--- src/rtl/wb_port_arbiter.sv ---
// rtl/wb_port_arbiter.sv - register file write-port arbiter between WB writeback and a buffered MDU result FIFO
// Pipeline writes win; MDU results drain into idle cycles, with a starvation guard that stalls WB.
module wb_port_arbiter #(
   parameter int DEPTH        = 2,
   parameter int STARVE_LIMIT = 4
) (
   input  logic        clk,
   input  logic        reset,
   input  logic        pipe_valid,
   input  logic        RegWrite_WB,
   input  logic [4:0]  rd_WB,
   input  logic [31:0] writeData_WB,
   output logic        stall_WB,
   input  logic        mdu_valid,
   input  logic [4:0]  mdu_rd,
   input  logic [31:0] mdu_data,
   output logic        mdu_ready,
   output logic        rf_we,
   output logic [4:0]  rf_rd,
   output logic [31:0] rf_wd
);

   localparam int PW = $clog2(DEPTH);
   localparam int CW = PW + 1;
   localparam int SW = $clog2(STARVE_LIMIT + 1);
   localparam logic [CW-1:0] FULL_CNT = CW'(DEPTH);
   localparam logic [SW-1:0] LIMIT    = SW'(STARVE_LIMIT);

   logic [DEPTH-1:0] ent_valid;
   logic [4:0]       ent_rd   [DEPTH];
   logic [31:0]      ent_data [DEPTH];
   logic [PW-1:0]    rd_ptr;
   logic [PW-1:0]    wr_ptr;
   logic [CW-1:0]    count;
   logic [SW-1:0]    starve_cnt;

   logic pipe_req;
   logic head_present;
   logic head_live;
   logic head_killed;
   logic starve;
   logic grant_pipe;
   logic drain;
   logic pop;
   logic accept;
   logic push;

   assign pipe_req     = pipe_valid & RegWrite_WB & (rd_WB != 5'd0);
   assign head_present = (count != '0);
   assign head_live    = head_present & ent_valid[rd_ptr];
   assign head_killed  = head_present & ~ent_valid[rd_ptr];
   assign starve       = head_live & (starve_cnt == LIMIT);
   assign grant_pipe   = pipe_req & ~starve;
   assign drain        = head_live & (starve | ~pipe_req);
   assign pop          = drain | head_killed;

   // A full FIFO refuses even when the head pops this cycle.
   assign mdu_ready    = reset & (count < FULL_CNT);
   assign accept       = mdu_valid & mdu_ready;
   assign push         = accept & (mdu_rd != 5'd0);
   assign stall_WB     = reset & starve;

   always_ff @(posedge clk) begin
      if (!reset) begin
         rf_we      <= 1'b0;
         rf_rd      <= 5'd0;
         rf_wd      <= 32'd0;
         ent_valid  <= '0;
         rd_ptr     <= '0;
         wr_ptr     <= '0;
         count      <= '0;
         starve_cnt <= '0;
      end else begin
         rf_we <= grant_pipe | drain;
         if (grant_pipe) begin
            rf_rd <= rd_WB;
            rf_wd <= writeData_WB;
         end else if (drain) begin
            rf_rd <= ent_rd[rd_ptr];
            rf_wd <= ent_data[rd_ptr];
         end

         // WAW: a newer pipeline write makes older buffered results to the same rd obsolete.
         for (int i = 0; i < DEPTH; i++) begin
            if (grant_pipe && (ent_rd[i] == rd_WB))
               ent_valid[i] <= 1'b0;
         end

         if (pop) begin
            ent_valid[rd_ptr] <= 1'b0;
            rd_ptr            <= rd_ptr + 1'b1;
         end

         if (push) begin
            ent_valid[wr_ptr] <= 1'b1;
            ent_rd[wr_ptr]    <= mdu_rd;
            ent_data[wr_ptr]  <= mdu_data;
            wr_ptr            <= wr_ptr + 1'b1;
         end

         case ({push, pop})
            2'b10:   count <= count + 1'b1;
            2'b01:   count <= count - 1'b1;
            default: count <= count;
         endcase

         if (!head_live || drain)
            starve_cnt <= '0;
         else if (starve_cnt != LIMIT)
            starve_cnt <= starve_cnt + 1'b1;
      end
   end

endmodule

--- config.mk ---
export PLATFORM = sky130hd
export DESIGN_NAME = wb_port_arbiter
export DESIGN_NICKNAME = d
export VERILOG_FILES = /design/src/rtl/wb_port_arbiter.sv
export SDC_FILE = /design/constraint.sdc
export NUM_CORES = 1
export LEC_CHECK = 0
export CORE_MARGIN = 2
export CORE_UTILIZATION = 50
export DETAILED_ROUTE_END_ITERATION = 8
export PLACE_DENSITY = 0.88
export SYNTH_ARGS = -nofsm -noshare
export SYNTH_HDL_FRONTEND = slang
export SYNTH_SLANG_ARGS = --single-unit
--- constraint.sdc ---
create_clock -name clk -period 4.7 [get_ports clk]
set_clock_uncertainty 0.05 [all_clocks]
set_input_delay 0.94 -clock clk [delete_from_list [all_inputs] [get_ports clk]]
set_output_delay 0.94 -clock clk [all_outputs]
set_load 0.01 [all_outputs]
==> results of run 1 <==
## final timing paths
kind                                start                 endpoint
hold reg to reg   ent_valid[1]$_SDFF_PN0_  ent_valid[1]$_SDFF_PN0_
setup reg to reg      rd_ptr$_SDFFE_PN0N_  ent_valid[1]$_SDFF_PN0_
hold / removal    ent_valid[1]$_SDFF_PN0_  ent_valid[1]$_SDFF_PN0_
setup / recovery                    reset                 stall_WB
## power by group through the flow
stage | logic, mW | clock network (mW) | registers (mW)
2_1_floorplan | 0.412 | 0 | 1.32
5_1_grt | 0.668 | 1.36 | 1.36
6_report | 0.621 | 1.30 | 1.34
3_5_place_dp | 0.614 | 0 | 1.36
3_3_place_gp | 0.599 | 0 | 1.36
4_1_cts | 0.623 | 1.32 | 1.34
## kinds of logic (layout without fill, tap and decap cells)
| kind of cell | after synthesis | count (layout) | share of synthesized area [%] |
|---|---|---|---|
| AO/OA/AOI/OAI | 50 | 50 | 10.47 |
| XOR/XNOR | 12 | 12 | 2.200 |
| adder cells (fa/ha/maj) | 3 | 3 | 0.7856 |
| buffers and inverters | 24 | 158 | 2.880 |
| flip-flops | 122 | 122 | 66.61 |
| multiplexers | 39 | 39 | 9.139 |
| AND/OR/NAND/NOR | 64 | 64 | 7.908 |
## through the flow
stage	cells	total power, mW	hold slack (ns)
after global placement	546	1.956	0.4377
after detailed placement	546	1.979	0.4460
after floorplan	314	1.734	0.4205
final	577	3.268	0.4594
after CTS	577	3.285	0.4586
after global routing	577	3.387	0.4704
## state kept, by name (all words and copies together) (netlist names), named ones only
register,flops
starve_cnt,3
rd_ptr,1
rf_wd,32
ent_valid,2
rf_rd,5
rf_we,1
ent_rd,10
count,2
ent_data,64
wr_ptr,1
## cells in the mapped netlist (3+ instances only)
cell       n  share of area, %
buf_2      5              0.52
nor3_1     3              0.31
inv_1      4              0.31
xnor2_1    6               1.1
a21boi_1   3              0.47
nor2b_1   39               5.1
clkbuf_1   9              0.71
mux2_2    36               8.5
edfxtp_1  74                47
dfxtp_1   48                20
nand2_1    3              0.24
nor2_1     7              0.55
ha_1       3              0.79
xor2_1     6               1.1
a222oi_1  37               7.8
buf_6      5               1.2
## per-layer routing
metal | part of all wire (%) | up-vias
li1 | - | 1487
met1 | 38 | 1574
met2 | 52 | 145
met3 | 8.5 | 9
met4 | 0.72 | 0
met5 | 0 | -
## critical path, cell delays in order
cell and delay [ns]:
clkdlybuf4s50_1 0.84, nand2_1 0.19, nor2_1 0.13, clkdlybuf4s50_1 0.55
## area by class of cell
class	instances	area share, %
multi-input combinational	168	22.32
inverter	4	0.2252
clock buffer	22	6.794
tap	129	2.421
timing repair buffer	123	18.28
sequential	122	47.77
clock inverter	9	2.196
## cell usage in the layout, fill, tap and decap left out, types with 2 or more instances in the layout
cell,count
clkdlybuf4s50_1,118
edfxtp_1,74
dfxtp_1,47
nor2b_1,39
a222oi_1,37
mux2_2,36
clkbuf_16,16
xnor2_1,6
xor2_1,6
nor2_1,5
buf_4,5
inv_1,4
bufinv_16,4
nand2_1,3
a21boi_1,3
nor3_1,3
ha_1,3
clkbuf_8,3
clkbuf_1,3
clkinv_2,3
mux2i_1,2
nor2_4,2
nand2b_1,2
and2_1,2
and3_1,2
nand4_1,2
a41o_1,2
==> flow_summary.rst, run 1 <==
.. list-table::
   :header-rows: 1

   * - Metric
     - Value
   * - Aggregate global routing overflow
     - 0
   * - Fill cells
     - just under 600
   * - Post-layout min period
     - approximately 3.6 ns
   * - First-pass GRT wire length
     - between 15000 and 20000 um
   * - Leading register cell type out of synthesis
     - edfxtp_1
   * - Number of buffers inserted for hold repair after clock tree synthesis
     - 0
   * - Number of cell rows
     - 35
   * - Data arrival at the endpoint of the critical path
     - ~2.7 ns
   * - Die Height
     - 101.8 um
   * - Met3 usage in global routing
     - 6.901%
   * - Post-route DRC violation count
     - 0
   * - DRT Wirelength
     - 10890 um
   * - Final Setup Violations
     - 0
   * - Number of violations of the max-capacitance limit
     - 0
   * - Clock transition at the registers of the reported paths
     - 0.05 ns
   * - Root Buffer
     - clkbuf_8
   * - Pin count of the biggest net entering global routing
     - 40
   * - Post-CTS Setup Repair Bufs
     - 0
   * - Cell area after layout
     - approximately 6700 sq um
   * - Highest achievable clock rate
     - between 200 and 300 MHz
   * - Core Region
     - a little over 9000 sq um
   * - Avg Inst Size Synth
     - about 15 sq um
   * - Post-placement setup slack
     - between 0.8 and 0.9 ns
   * - Post-cts sizing count
     - 0
   * - DRT iter0 DRCs
     - 319
   * - Hold Path Cell Cnt
     - 1
   * - Fraction of met2 tracks used by global routing
     - a little under two fifths
   * - Number of unique standard cell types used by synthesis
     - 36
   * - Tightest slew margin relative to the limit
     - between 20% and 30%
   * - Post-synthesis cell count
     - ~310
   * - Syn nets
     - about 400
   * - Met1 layer usage reported by global route
     - a little over a quarter
   * - Total power density per cell area
     - 490.2 nW/um^2
   * - Flip-flop and latch count after synthesis
     - 122
   * - Number of CTS-inserted buffers
     - 17
   * - Number of antenna-violating nets in the routed design
     - 0
   * - Result of the run
     - completed
   * - Fin. Hold Viols
     - 0
   * - Yosys warning count
     - 0
   * - I/O pin total
     - between 100 and 150
   * - Final worst-path cycle share
     - between 70% and 80%
   * - HPWL Detailed
     - about 7000 um
   * - Number of antenna violations at the first check in global routing
     - 0
   * - Area overhead of the layout relative to synthesis
     - 39.51%
   * - Port Buffer Count
     - between 100 and 150
   * - Post-synth design cell area
     - roughly 4800 sq um
   * - Worst reg-to-reg path cell count
     - 5
   * - Vias in the first global route
     - about 3400
   * - Setup slack of the critical path after layout
     - about 1.1 ns
   * - Clk_lat worst skew
     - about 0.5 ns
   * - Post-synth EDFFs
     - 74
   * - Clock network power share
     - about two fifths
   * - DR WL/cell
     - 18.87 um
   * - Final net count
     - between 500 and 600
   * - Relative contribution of sequential cells to total power
     - between 40 and 50%
   * - Switching power total
     - between 0.7 and 0.8 mW
   * - Total negative setup slack
     - 0 ns
   * - Worst ir drop on vdd
     - between 200 and 300 uV
   * - CTS sink count
     - between 100 and 150
   * - Initial DRT Pass Iterations
     - 9
   * - Number of max-slew violations in the final report
     - 0
   * - RSZ-0062 raised after global routing
     - no
   * - Pleak
     - between 2 and 2.5 nW
   * - Endpoint class of the critical path
     - output port
   * - Design internal power
     - 2.478 mW
   * - Die boundary width
     - between 100 and 150 um
   * - Kind of start point of the critical path
     - input pin
   * - Switch share
     - about a quarter
   * - GRT Max-Usage Layer
     - met2
   * - Clock tree from TritonCTS
     - done
   * - Number of diodes added for antenna fixing
     - 0
   * - Detailed-route vias per instance
     - 5.572
   * - Fraction of synthesis flops using an asynchronous set or reset pin
     - 0%
   * - Final core utilization
     - between 70% and 80%
   * - Largest fanout on the critical path
     - 16
   * - Combinational group share of total power
     - 19.0%
   * - Class of the most critical hold timing path
     - flop to flop
   * - Layout cell share with drive strength beyond 1
     - around 17%
   * - Transition time at the pin with the least slew margin
     - about 1.2 ns
   * - Die footprint
     - about 10000 sq um
   * - H-tree depth
     - 4
   * - Register-to-Register Setup Slack
     - roughly 2.3 ns
   * - Area of placed instances
     - 6067 sq um
   * - Fraction of the yosys area taken by sequential cells
     - about two thirds
   * - Number of buffers on the longest clock path
     - 2
   * - Via count
     - 3215
   * - Sequential cell area in the final layout
     - roughly 3200 sq um
   * - Effective utilization at floorplan
     - 51.71%
   * - Required time worst endpoint
     - between 3 and 4 ns
   * - Area of combinational cells with multiple inputs
     - approximately 1500 sq um
   * - Gr usage total
     - a little over a fifth
   * - Start-to-end type of the worst setup path
     - input pin to output port
   * - Routability-driven placement congestion ratio
     - around 0.79
Power figures use the tool's default switching activity.
==> run 2, diff against run 1 <==
--- a/config.mk
+++ b/config.mk
@@ -6,9 +6,9 @@
 export NUM_CORES = 1
 export LEC_CHECK = 0
 export CORE_MARGIN = 2
-export CORE_UTILIZATION = 50
+export CORE_UTILIZATION = 49
 export DETAILED_ROUTE_END_ITERATION = 8
-export PLACE_DENSITY = 0.88
+export PLACE_DENSITY = 0.87
 export SYNTH_ARGS = -nofsm -noshare
 export SYNTH_HDL_FRONTEND = slang
 export SYNTH_SLANG_ARGS = --single-unit
==> constraint.sdc (replaced) <==
create_clock -name clk -period 3.6 [get_ports clk]
set_clock_uncertainty 0.05 [all_clocks]
set_input_delay 0.72 -clock clk [delete_from_list [all_inputs] [get_ports clk]]
set_output_delay 0.72 -clock clk [all_outputs]
set_load 0.01 [all_outputs]
==> run 2 against run 1 <==
Die area is 2.0% higher. Combinational power rose by 33%. Sequential share of layout area rose by 0.081 points. Routed wire length down 0.88%. Utilization decreased by 3.1 points. Critical path type is now flop to output port. Via count decreased by 0.12%. Highest routed layer unchanged. Non-clock buffer count up 2. Register-to-register slack got worse by 0.88 ns. Clock power grew 19%. Total power up 27%.
==> flow_summary.rst, run 2 (same netlist as run 1, synthesis figures left out) <==
.. list-table::
   :header-rows: 1

   * - Metric
     - Value
   * - Combinational group share of total power
     - between 20% and 30%
   * - Post-cts sizing count
     - 0
   * - Layout cell share with drive strength beyond 1
     - a little under a fifth
   * - CP Buf/Inv Count
     - 1
   * - I/O pin total
     - about 120
   * - Pleak
     - about 2.3 nW
   * - Vias in the first global route
     - ~3300
   * - Tightest slew margin relative to the limit
     - 23.49%
   * - Data arrival at the endpoint of the critical path
     - ~2.2 ns
   * - Clk_lat worst skew
     - about 0.50 ns
   * - Highest achievable clock rate
     - roughly 330 MHz
   * - Gr usage total
     - 20.62%
   * - Root Buffer
     - clkbuf_8
   * - Relative contribution of sequential cells to total power
     - between 40 and 50%
   * - Most flops, register
     - ent_data
   * - Total power density per cell area
     - between 600 and 700 nW/um^2
   * - Core Region
     - 9639 sq um
   * - First-pass GRT wire length
     - between 15000 and 20000 um
   * - Start-to-end type of the worst setup path
     - flop to output port
   * - Clock network power share
     - approximately 38%
   * - Number of buffers on the longest clock path
     - 2
   * - DRT iter0 DRCs
     - ~260
   * - Number of diodes added for antenna fixing
     - 0
   * - Die boundary width
     - between 100 and 150 um
   * - Die footprint
     - roughly 11000 sq um
   * - Number of antenna-violating nets in the routed design
     - 0
   * - Result of the run
     - completed
   * - Initial DRT Pass Iterations
     - 5
   * - Cell total after placement
     - ~550
   * - Design internal power
     - roughly 3.1 mW
   * - Largest fanout on the critical path
     - 4
   * - Final cell count without fillers
     - about 580
   * - Largest register FFs
     - 64
   * - Endpoint class of the critical path
     - output port
   * - Effective utilization at floorplan
     - between 40% and 50%
   * - Post-layout min period
     - around 3 ns
   * - Worst path slowest cell
     - clkdlybuf4s50_1
   * - Post-CTS Setup Repair Bufs
     - 0
   * - Number of antenna violations at the first check in global routing
     - 0
   * - Final core utilization
     - approximately 69%
   * - Setup slack of the critical path after layout
     - between 0.5 and 0.6 ns
   * - Routability-driven placement congestion ratio
     - between 0.8 and 0.9
   * - Capture endpoint of the worst hold path
     - ent_valid[0]$_SDFF_PN0_
   * - Most frequent cells in the layout
     - clkdlybuf4s50_1 (118), edfxtp_1 (74), dfxtp_1 (47)
   * - Post-placement setup slack
     - roughly 0.32 ns
   * - Number of buffers inserted for hold repair after clock tree synthesis
     - 0
   * - Startpoint of the lowest-slack hold path
     - ent_valid[0]$_SDFF_PN0_
   * - Worst ir drop on vdd
     - ~360 uV
   * - DR WL/cell
     - roughly 18 um
   * - Largest registers
     - ent_data: 64 flops, rf_wd: 32 flops, ent_rd: 10 flops
   * - Switch share
     - 25.88%
   * - Final net count
     - 520
   * - H-tree depth
     - 4
   * - Clock tree from TritonCTS
     - done
   * - Cell type group with the largest total delay on the critical path
     - simple AND/OR/NAND/NOR gates
   * - Clock transition at the registers of the reported paths
     - 0.05 ns
   * - Final Setup Violations
     - 0
   * - Fill cells
     - just under 700
   * - Required time worst endpoint
     - around 2.8 ns
   * - Number of cell rows
     - 36
   * - Most numerous cell on the critical path
     - nor2_1
   * - Port Buffer Count
     - 118
   * - Number of CTS-inserted buffers
     - 17
   * - Aggregate global routing overflow
     - 0
   * - Final worst-path cycle share
     - a little over four fifths
   * - Kind of start point of the critical path
     - flop
   * - Endpoint of the lowest-slack register-to-register path
     - rf_wd[16]$_SDFFE_PN0P_
   * - Commonest non-fill, non-tap cell in the layout
     - clkdlybuf4s50_1
   * - Detailed-route vias per instance
     - about 5.5
   * - Number of max-slew violations in the final report
     - 0
   * - Cells traversed along the worst timing path
     - mux2i_1 > nor2_1 > nand2_1 > nor2_1 > clkdlybuf4s50_1
   * - Register-to-Register Setup Slack
     - approximately 1.4 ns
   * - Post-route DRC violation count
     - 0
   * - Reg-to-reg startpoint
     - rd_ptr$_SDFFE_PN0N_
   * - Hold Path Cell Cnt
     - 1
   * - Area overhead of the layout relative to synthesis
     - 39.28%
   * - RSZ-0062 raised after global routing
     - no
   * - CTS sink count
     - approximately 120
   * - Total negative setup slack
     - 0 ns
   * - Worst reg-to-reg path cell count
     - 6
   * - Die Height
     - approximately 100 um
   * - Via count
     - 3211
   * - Pin count of the biggest net entering global routing
     - 46
   * - Number of violations of the max-capacitance limit
     - 0
   * - Transition time at the pin with the least slew margin
     - ~1.1 ns
   * - Switching power total
     - ~1.1 mW
   * - DRT Wirelength
     - ~11000 um
   * - Largest stage delay on the critical path
     - around 0.54 ns
   * - Class of the most critical hold timing path
     - flop to flop
   * - Fin. Hold Viols
     - 0
   * - HPWL Detailed
     - around 7000 um
run 2: per-layer routing:
metal	vias up	share of wire [%]	track usage, %
met5	-	0	0
met1	1588	40	23.64
met4	0	0.80	6.579
met3	7	6.4	5.695
li1	1490	-	-
met2	126	53	37.41
run 2: through the flow:
step	area, sq um	power, mW	hold WS (ns)
2_1_floorplan	4778	2.263	0.4205
3_3_place_gp	6100	2.570	0.4432
3_5_place_dp	6100	2.614	0.4401
4_1_cts	6655	4.167	0.4528
5_1_grt	6655	4.303	0.4775
6_report	6655	4.134	0.4488
run 2: power groups by stage:
stage               clock (mW)  sequential (mW)  combinational [mW]
finish                    1.55             1.75               0.829
global route              1.64             1.77               0.895
CTS                       1.57             1.76               0.838
detailed placement           0             1.79               0.829
global placement             0             1.78               0.793
floorplan                    0             1.73               0.537
run 2: how the worst max path moves through the flow:
stage,startpoint,endpoint,cells after the start
finish,rd_ptr$_SDFFE_PN0N_,stall_WB,5
global route,rd_ptr$_SDFFE_PN0N_,stall_WB,5
CTS,rd_ptr$_SDFFE_PN0N_,stall_WB,5
detailed placement,rd_WB[1],count[1]$_SDFFE_PN0P_,7
global placement,rd_WB[1],count[1]$_SDFFE_PN0P_,7
floorplan,reset,ent_data[0][0]$_DFFE_PP_,3
run 2: cell type report:
cell class              count  area (sq um)  area share [%]
well taps                 133         166.4           2.500
multi-input cells         168          1488           22.35
repair buffers            125          1246           18.73
flip-flops and latches    122          3184           47.85
inverters                   4         15.01          0.2256
clock inverters            11         96.34           1.448
clock buffers              21         459.2           6.900
